`config.mk`:
```
export PLATFORM = sky130hd
export DESIGN_NAME = bcd_press_counter_flat
export DESIGN_NICKNAME = d
export VERILOG_FILES = /design/src/rtl/bcd_press_counter_if.sv /design/src/rtl/bcd_press_counter.sv /design/src/flat_wrapper.sv
export SDC_FILE = /design/constraint.sdc
export NUM_CORES = 1
export LEC_CHECK = 0
export ABC_AREA = 0
export CORE_MARGIN = 2
export CORE_UTILIZATION = 35
export DETAILED_ROUTE_END_ITERATION = 16
export PLACE_DENSITY_LB_ADDON = 0.12
export SETUP_SLACK_MARGIN = 0.3
export SLEW_MARGIN = 20
export SYNTH_ARGS = -nofsm -noshare
export SYNTH_HDL_FRONTEND = slang
export SYNTH_SLANG_ARGS = --single-unit
```
`constraint.sdc`:
```
create_clock -name CLK -period 2.3 [get_ports CLK]
set_input_delay 0.575 -clock CLK [delete_from_list [all_inputs] [get_ports CLK]]
set_output_delay 0.575 -clock CLK [all_outputs]
set_load 0.05 [all_outputs]
```
`src/rtl/bcd_press_counter_if.sv`:
```
// Signal bundle between the push-button press counter and its user.
// The master side owns the raw button pin and the clear request; the slave
// side (the counter) returns the packed BCD count and the event strobes.
interface bcd_press_counter_if;
    logic        btn_raw;
    logic        clr;
    logic [15:0] num;
    logic        pressed;
    logic        press_pulse;
    logic        overflow;

    modport master (
        output btn_raw,
        output clr,
        input  num,
        input  pressed,
        input  press_pulse,
        input  overflow
    );

    modport slave (
        input  btn_raw,
        input  clr,
        output num,
        output pressed,
        output press_pulse,
        output overflow
    );
endinterface

```
`src/rtl/bcd_press_counter.sv`:
```
// Push-button press counter feeding the 4-digit multiplexed 7-segment driver.
// The raw pin is synchronised through two flops, debounced with a 20-bit
// stability counter, and every accepted press adds one to a 4-digit packed
// BCD count (0000-9999, wrapping with a one-cycle overflow strobe).
// num[15:12] is the leftmost display digit, num[3:0] the rightmost.
//
// Optional feature, macro BCD_PRESS_AUTO_REPEAT_EN:
//   defined   - holding the button issues extra increments: one after
//               HOLD_CYCLES, then one every REPEAT_CYCLES while still held.
//   undefined - exactly one increment per debounced press.
module bcd_press_counter #(
    parameter int DEBOUNCE_CYCLES = 160000,
    parameter bit ACTIVE_HIGH     = 1'b1,
    parameter int HOLD_CYCLES     = 8000000,
    parameter int REPEAT_CYCLES   = 1600000
) (
    input logic                CLK,
    input logic                RST_N,
    bcd_press_counter_if.slave bus
);

    localparam logic [19:0] DCNT_LAST = 20'(DEBOUNCE_CYCLES - 1);

    logic        btn_in;
    logic        sync_q;
    logic        btn_s;
    logic [19:0] dcnt;
    logic        pressed_q;
    logic        press_accept;
    logic        inc_event;

    logic [15:0] num_q;
    logic [15:0] num_inc;
    logic        num_wrap;
    logic        press_pulse_q;
    logic        overflow_q;

    logic        bcd_carry;
    logic [3:0]  bcd_digit;

    // Normalise the pin so that 1 always means "pressed" from here on.
    assign btn_in = ACTIVE_HIGH ? bus.btn_raw : ~bus.btn_raw;

    // Two-flop synchroniser; both stages come out of reset at the released level.
    always_ff @(posedge CLK or negedge RST_N) begin
        if (!RST_N) begin
            sync_q <= 1'b0;
            btn_s  <= 1'b0;
        end else begin
            sync_q <= btn_in;
            btn_s  <= sync_q;
        end
    end

    // Debounce: the level must differ from pressed for DEBOUNCE_CYCLES
    // consecutive cycles before it is accepted; any agreeing cycle restarts it.
    always_ff @(posedge CLK or negedge RST_N) begin
        if (!RST_N) begin
            dcnt      <= 20'd0;
            pressed_q <= 1'b0;
        end else if (btn_s == pressed_q) begin
            dcnt <= 20'd0;
        end else if (dcnt == DCNT_LAST) begin
            pressed_q <= btn_s;
            dcnt      <= 20'd0;
        end else begin
            dcnt <= dcnt + 20'd1;
        end
    end

    // A press is the edge on which pressed is about to go 0 -> 1, so the
    // strobe and the new count appear in the same cycle as pressed itself.
    assign press_accept = btn_s && !pressed_q && (dcnt == DCNT_LAST);

`ifdef BCD_PRESS_AUTO_REPEAT_EN

    localparam logic [23:0] HOLD_LAST   = 24'(HOLD_CYCLES - 1);
    localparam logic [23:0] REPEAT_LAST = 24'(REPEAT_CYCLES - 1);

    typedef enum logic [1:0] {
        IDLE,
        HOLD,
        REPEAT
    } rpt_state_t;

    rpt_state_t  state_q;
    rpt_state_t  state_d;
    logic [23:0] timer_q;
    logic [23:0] timer_d;
    logic        repeat_event;

    // Auto-repeat state and timer registers.
    always_ff @(posedge CLK or negedge RST_N) begin
        if (!RST_N) begin
            state_q <= IDLE;
            timer_q <= 24'd0;
        end else begin
            state_q <= state_d;
            timer_q <= timer_d;
        end
    end

    // Auto-repeat sequencing: wait out the hold delay, then fire periodically
    // until the debounced level drops, which silently returns to IDLE.
    always_comb begin
        state_d      = state_q;
        timer_d      = timer_q;
        repeat_event = 1'b0;
        case (state_q)
            IDLE: begin
                if (press_accept) begin
                    state_d = HOLD;
                    timer_d = 24'd0;
                end
            end
            HOLD: begin
                if (!pressed_q) begin
                    state_d = IDLE;
                    timer_d = 24'd0;
                end else if (timer_q == HOLD_LAST) begin
                    repeat_event = 1'b1;
                    state_d      = REPEAT;
                    timer_d      = 24'd0;
                end else begin
                    timer_d = timer_q + 24'd1;
                end
            end
            REPEAT: begin
                if (!pressed_q) begin
                    state_d = IDLE;
                    timer_d = 24'd0;
                end else if (timer_q == REPEAT_LAST) begin
                    repeat_event = 1'b1;
                    timer_d      = 24'd0;
                end else begin
                    timer_d = timer_q + 24'd1;
                end
            end
            default: begin
                state_d = IDLE;
                timer_d = 24'd0;
            end
        endcase
    end

    assign inc_event = press_accept | repeat_event;

`else

    // Without auto-repeat the hold/repeat timings have no hardware to drive.
    logic unused_cfg;
    assign unused_cfg = (HOLD_CYCLES == REPEAT_CYCLES);

    assign inc_event = press_accept;

`endif

    // BCD increment: ripple a carry through the four digits, a 9 rolling to
    // 0 and passing the carry on; a carry out of the top digit is the wrap.
    always_comb begin
        num_inc   = num_q;
        bcd_carry = 1'b1;
        bcd_digit = 4'd0;
        for (int d = 0; d < 4; d++) begin
            bcd_digit = num_q[4*d +: 4];
            if (bcd_carry) begin
                if (bcd_digit >= 4'd9) begin
                    num_inc[4*d +: 4] = 4'd0;
                end else begin
                    num_inc[4*d +: 4] = bcd_digit + 4'd1;
                    bcd_carry         = 1'b0;
                end
            end
        end
        num_wrap = bcd_carry;
    end

    // Count register and strobes; clear beats a same-cycle increment but the
    // press strobe still reports the event.
    always_ff @(posedge CLK or negedge RST_N) begin
        if (!RST_N) begin
            num_q         <= 16'h0000;
            press_pulse_q <= 1'b0;
            overflow_q    <= 1'b0;
        end else begin
            press_pulse_q <= inc_event;
            if (bus.clr) begin
                num_q      <= 16'h0000;
                overflow_q <= 1'b0;
            end else if (inc_event) begin
                num_q      <= num_inc;
                overflow_q <= num_wrap;
            end else begin
                overflow_q <= 1'b0;
            end
        end
    end

    assign bus.num         = num_q;
    assign bus.pressed     = pressed_q;
    assign bus.press_pulse = press_pulse_q;
    assign bus.overflow    = overflow_q;

endmodule

```
`src/flat_wrapper.sv`:
```
// flat-port wrapper written by rule: the top's interface ports become plain ports
module bcd_press_counter_flat 
#(
    parameter int DEBOUNCE_CYCLES = 160000,
    parameter bit ACTIVE_HIGH     = 1'b1,
    parameter int HOLD_CYCLES     = 8000000,
    parameter int REPEAT_CYCLES   = 1600000
)
  (CLK, RST_N, bus_btn_raw, bus_clr, bus_num, bus_pressed, bus_press_pulse, bus_overflow);
  bcd_press_counter_if bus_i ();
  input logic CLK;
  input logic RST_N;
  input wire logic [$bits(bus_i.btn_raw)-1:0] bus_btn_raw;
  input wire logic [$bits(bus_i.clr)-1:0] bus_clr;
  output wire logic [$bits(bus_i.num)-1:0] bus_num;
  output wire logic [$bits(bus_i.pressed)-1:0] bus_pressed;
  output wire logic [$bits(bus_i.press_pulse)-1:0] bus_press_pulse;
  output wire logic [$bits(bus_i.overflow)-1:0] bus_overflow;
  assign bus_i.btn_raw = bus_btn_raw;
  assign bus_i.clr = bus_clr;
  assign bus_num = bus_i.num;
  assign bus_pressed = bus_i.pressed;
  assign bus_press_pulse = bus_i.press_pulse;
  assign bus_overflow = bus_i.overflow;
  bcd_press_counter #(.DEBOUNCE_CYCLES(DEBOUNCE_CYCLES), .ACTIVE_HIGH(ACTIVE_HIGH), .HOLD_CYCLES(HOLD_CYCLES), .REPEAT_CYCLES(REPEAT_CYCLES)) u_core (.CLK(CLK), .RST_N(RST_N), .bus(bus_i));
endmodule
```
==> results.json, run 1 <==
{
  "status": "finished clean",
  "grt_setup_unrepaired": "true",
  "diodes": 0,
  "clockBufferDepth": 2,
  "vdd_drop_max_uv": 232.5,
  "io_buffer_count": 22,
  "p_leak_nw": 1.294,
  "ys_seq_area_share_pct": 46.41,
  "wl_met1_mm": 2.373,
  "rows": 28,
  "yosysWarningCount": 0,
  "synth_most_common_cell": "dfrtp_1",
  "wl_met3_um": 140,
  "grt-ovfl-total": 0,
  "synth_area_per_cell_sq_um": 9.870,
  "setup_violations": 0,
  "synthArstFlopShare_pct": 100.0,
  "ios": 23,
  "timing.rr.start": "u_core.dcnt[11]",
  "drc": 0,
  "hpwl_mm": 3.167,
  "wire_per_inst_um": 13.93,
  "cp_slowest_cell": "or4b_4",
  "vias": 1687,
  "required_ns": 2.48,
  "fin_worst_skew_ns": 0.005241,
  "initial_core_util_pct": 36.69,
  "setup_tns_ns": 0,
  "timing.rr.end": "u_core.bus.num[14]",
  "grt_max_degree": 42,
  "clk_latency_ns": 0.29,
  "pwr_density_cell_mw_per_mm2": 455.7,
  "gp_congestion": 0.7410,
  "yosysTopAreaCell": "dfrtp_1",
  "hold_viol_final": 0,
  "nNetsFinal": 277,
  "cts_root_buf": "clkbuf_8",
  "syn_inst": 224,
  "r2r_cells": 5,
  "drtIter0Drc": 74,
  "grt_pass1_vias": 1725,
  "cp_slowest_stage_delay_ns": 0.62,
  "slew_headroom_pct": 63.94,
  "final_antenna_net_count": 0,
  "min_period_ns": 1.938,
  "syn-cell-area_sq_mm": 0.002211,
  "hold_class": "input pin to async pin",
  "worst_slew_pin_slew_ns": 0.5409,
  "r2r_slack_ns": 0.36,
  "maxSlewViolCount": 0,
  "cts_tree": "done",
  "cp_top_family": "simple AND/OR/NAND/NOR gates",
  "track_usage_pct": 14.49,
  "ys.flop_type": "dfrtp_1",
  "cp.arrival_ns": 2.11,
  "dieArea_sq_mm": 0.006969,
  "drv_cap": 0,
  "yosysUniqueCellTypes": 41,
  "hold_ws_ns": 0.3408,
  "final_util_pct": 45.10,
  "syn_nets": 242,
  "numCtsBuffers": 5,
  "synth_edf_count": 0,
  "die-height_um": 83.48,
  "grt_pass1_wl_mm": 8.252,
  "end_kind": "flop",
  "met2_length_mm": 2.129,
  "top_layer": "met4",
  "routed_wl_mm": 4.668,
  "die_w_um": 83.48,
  "dr.pass1.iters": 3,
  "synth_top_cells_by_count": "dfrtp_1, nor2_1",
  "clock_sinks": 41,
  "synth_area_leaders": "dfrtp_1, ha_1, xor2_1",
  "core-area_sq_mm": 0.006026,
  "drive_gt1_share_pct": 18.08,
  "fillers": 609,
  "max_freq_ghz": 0.5159,
  "avgViaCountPerCell": 5.036,
  "criticalPathCategory": "flop to flop",
  "crit_path_max_fanout": 7,
  "area_growth_pct": 22.92,
  "antenna_found_initial": 0,
  "period_share_pct": 84.27,
  "crit_path_cell_trace": "nor4_4 > nand4_2 > or4b_4 > o31ai_2 > a21oi_1",
  "clk_pin_slew_ns": 0.08,
  "cp_num_buf_inv": 0,
  "synth_top_area_share_pct": 46.41,
  "cp-start-kind": "flop",
  "yosys_register_bits": 41,
  "htreeDepth": 2
}
==> through the flow <==
stage / power (mW) / worst slack, ns / cell area [sq um] / cells
3_3_place_gp: 0.7908 / 0.2380 / 2555 / 322
5_1_grt: 1.305 / 0.2543 / 2718 / 335
3_5_place_dp: 0.7905 / 0.1061 / 2555 / 322
4_1_cts: 1.257 / 0.3035 / 2666 / 332
6_report: 1.238 / 0.3618 / 2718 / 335
2_1_floorplan: 0.7611 / 0.2662 / 2231 / 224
==> final cells by class <==
class	instances	area (sq um)	share of cell area [%]
clock buffer	6	72.57	2.670
clock inverter	2	10.01	0.3683
inverter	14	52.55	1.934
multi-input combinational	164	1174	43.19
sequential	41	1033	38.03
tap	75	93.84	3.453
timing repair buffer	33	281.5	10.36
==> cells in the final DEF (no fill, tap or decap), types with 6 or more instances in the layout <==
master	instances
a21oi_1	14
buf_4	11
dfrtp_2	6
dfrtp_1	35
xor2_1	11
and3_1	7
nand2_1	14
o21ai_0	8
ha_1	12
dlygate4sd2_1	17
nand3_1	9
nand4_1	7
nor2_1	23
inv_1	12
==> worst max-delay path by stage <==
stage | from | to | slack, ns | depth (start not counted)
after floorplan | u_core.bus.num[0] | u_core.bus.num[14] | 0.27 | 8
after global placement | u_core.dcnt[0] | u_core.bus.num[14] | 0.24 | 6
after detailed placement | u_core.dcnt[0] | u_core.bus.num[15] | 0.11 | 6
after CTS | u_core.bus.press_pulse | bus_press_pulse | 0.30 | 1
after global routing | u_core.dcnt[11] | u_core.bus.num[14] | 0.25 | 5
final | u_core.dcnt[11] | u_core.bus.num[14] | 0.36 | 5
==> metal layers <==
layer  global-route usage (%)  vias to the layer above
met5                        0                        -
met4                    3.519                        0
met3                    4.055                        2
met2                    23.46                       20
met1                    19.29                      810
li1                         -                      855
==> state kept, by name, summed over array words and instances (netlist names) <==
register	cells
u_core.bus.press_pulse	1
u_core.bus.pressed	1
u_core.btn_s	1
u_core.bus.num	16
u_core.bus.overflow	1
u_core.sync_q	1
u_core.dcnt	20
==> report_power, final <==
part	internal (mW)	total (mW)	switching, mW
clock	0.211	0.459	0.248
sequential	0.726	0.732	0.00618
combinational	0.0157	0.0476	0.0319
==> logic make-up (layout without fill, tap and decap cells) <==
group,Yosys count,count (layout),share of synthesized area [%]
AO/OA/AOI/OAI,33,33,8.885
XOR/XNOR,16,16,6.338
adder cells (fa/ha/maj),14,14,7.923
buffers and inverters,19,55,3.452
flip-flops,41,41,46.41
multiplexers,1,1,0.5093
AND/OR/NAND/NOR,100,100,26.49
==> timing repair <==
item,in CTS,in global routing
hold buffers,0,0
resized for setup,24,10
pin swaps,2,3
endpoints found under the setup margin,26,13
buffers inserted,2,3
Note: power is estimated with default switching activity, not from simulation.
==> run 2: changes to the inputs <==
==> constraint.sdc (replaced) <==
create_clock -name CLK -period 1.9 [get_ports CLK]
set_input_delay 0.475 -clock CLK [delete_from_list [all_inputs] [get_ports CLK]]
set_output_delay 0.475 -clock CLK [all_outputs]
set_load 0.05 [all_outputs]
==> run 2 against run 1 <==
Final cell count grew 16%. Global-route usage grew 1.8 points. Core utilization grew 12 points. Critical endpoint is now u_core.dcnt[11]. Largest cell class unchanged.
==> results.json, run 2 (same netlist as run 1, synthesis figures left out) <==
{
  "vias": 1940,
  "crit_start": "u_core.dcnt[9]",
  "fillers": 531,
  "grt-ovfl-total": 0,
  "vdd_drop_max_uv": 337.0,
  "grt_max_degree": 23,
  "min_period_ns": 1.880,
  "slew_headroom_pct": 68.46,
  "antenna_found_initial": 0,
  "max_freq_ghz": 0.5320,
  "setup_tns_ns": 0,
  "cts_tree": "done",
  "clock_sinks": 41,
  "ios": 23,
  "diodes": 0,
  "routed_wl_mm": 5.413,
  "cp-endpoint": "u_core.dcnt[11]",
  "gp_congestion": 0.7474,
  "hold_viol_final": 0,
  "setup_violations": 0,
  "nNetsFinal": 329,
  "p_leak_nw": 1.558,
  "hold_class": "input pin to async pin",
  "maxSlewViolCount": 0,
  "drive_gt1_share_pct": 50.96,
  "wire_per_inst_um": 13.99,
  "largest_reg_flops": 20,
  "final_antenna_net_count": 0,
  "final_util_pct": 57.33,
  "grt_pass1_vias": 1913,
  "clk_latency_ns": 0.30,
  "period_share_pct": 98.94,
  "fin_worst_skew_ns": 0.007082,
  "cp-start-kind": "flop",
  "dieArea_sq_mm": 0.006969,
  "die-height_um": 83.48,
  "drv_cap": 0,
  "pwr_density_cell_mw_per_mm2": 504.4,
  "initial_core_util_pct": 36.69,
  "hpwl_mm": 3.523,
  "track_usage_pct": 16.24,
  "fin_area_sq_mm": 0.003455,
  "r2r_slack_ns": 0.02,
  "end_kind": "flop",
  "required_ns": 2.09,
  "timing.rr.start": "u_core.dcnt[9]",
  "avgViaCountPerCell": 5.013,
  "grt_pass1_wl_mm": 9.114,
  "r2r_cells": 9,
  "dpl_cell_area_sq_mm": 0.002788,
  "hold_buffers": 0,
  "htreeDepth": 2,
  "cp.arrival_ns": 2.07,
  "rows": 28,
  "crit_path_max_fanout": 5,
  "final_common_cell": "buf_4",
  "cts_root_buf": "clkbuf_8",
  "die_w_um": 83.48,
  "io_buffer_count": 22,
  "clockBufferDepth": 2,
  "final_cell_mix": "buf_4, dfrtp_1, buf_6, nand2_1, a21oi_1",
  "grt_setup_unrepaired": "true",
  "area_growth_pct": 56.25,
  "numCtsBuffers": 5,
  "core-area_sq_mm": 0.006026,
  "clk_pin_slew_ns": 0.08,
  "timing.rr.end": "u_core.dcnt[11]",
  "worst_slew_pin_slew_ns": 0.4732,
  "largest-register": "u_core.dcnt",
  "drc": 0,
  "drtIter0Drc": 59,
  "dr.pass1.iters": 4,
  "criticalPathCategory": "flop to flop",
  "status": "finished clean"
}
run 2: cell type report:
class | count | area, sq um | area share, %
Inverter | 14 | 52.55 | 1.521
Clock inverter | 2 | 37.54 | 1.087
Timing Repair Buffer | 85 | 755.7 | 21.88
Multi-Input combinational cell | 164 | 1396 | 40.42
Tap cell | 75 | 93.84 | 2.716
Sequential cell | 41 | 1036 | 29.99
Clock buffer | 6 | 82.58 | 2.390
run 2: repair_timing:
action                                  CTS  global route
cloned                                    3             0
gates resized for setup                  65            28
setup buffers                            18             6
endpoints found under the setup margin   38            38
pin swaps                                22            22
run 2: worst max-delay path, stage by stage (launching register included):
cell      delay [ns]
dfrtp_1         0.42
nor4_4          0.31
nand4_2         0.17
buf_6           0.16
buf_6           0.10
buf_6           0.12
o21bai_4        0.19
buf_6           0.14
buf_12          0.13
nor2_4          0.04
run 2: worst min path at each step:
stage | slack, ns | to | from
6_report | 0.12 | u_core.sync_q | RST_N
5_1_grt | 0.16 | u_core.dcnt[6] | RST_N
4_1_cts | 0.13 | u_core.btn_s | RST_N
3_5_place_dp | 0.34 | u_core.btn_s | u_core.sync_q
3_3_place_gp | 0.33 | u_core.btn_s | u_core.sync_q
2_1_floorplan | 0.18 | u_core.btn_s | RST_N
run 2: per-stage QoR:
stage / hold slack, ns / power (mW) / cells / setup WS [ns]
detailed placement: 0.3358 / 0.9716 / 352 / -0.1508
CTS: 0.1274 / 1.757 / 381 / -0.002519
global placement: 0.3326 / 0.9705 / 352 / -0.06687
global route: 0.1581 / 1.816 / 387 / -0.07666
finish: 0.1186 / 1.743 / 387 / 0.02022
floorplan: 0.1794 / 0.9235 / 224 / -0.1337
run 2: power breakdown:
group / total (mW) / internal, mW / leakage (nW) / switching (mW)
Sequential: 0.883 / 0.879 / 0.552 / 0.00463
Combinational: 0.115 / 0.0540 / 0.948 / 0.0606
Clock: 0.745 / 0.427 / 0.0574 / 0.317
Total: 1.74 / 1.36 / 1.56 / 0.383
run 2: metal layers:
layer	vias up	wire [um]	GRT usage, %
li1	963	-	-
met5	-	0	0
met2	31	2748	27.13
met3	8	183	3.561
met1	938	2387	20.60
met4	0	93	6.158
==> run 3: changes to the inputs <==
--- a/config.mk
+++ b/config.mk
@@ -5,7 +5,6 @@
 export SDC_FILE = /design/constraint.sdc
 export NUM_CORES = 1
 export LEC_CHECK = 0
-export ABC_AREA = 0
 export CORE_MARGIN = 2
 export CORE_UTILIZATION = 35
 export DETAILED_ROUTE_END_ITERATION = 16
==> results of run 3 <==
Final layout, timing and power as in run 2 (identical DEF).
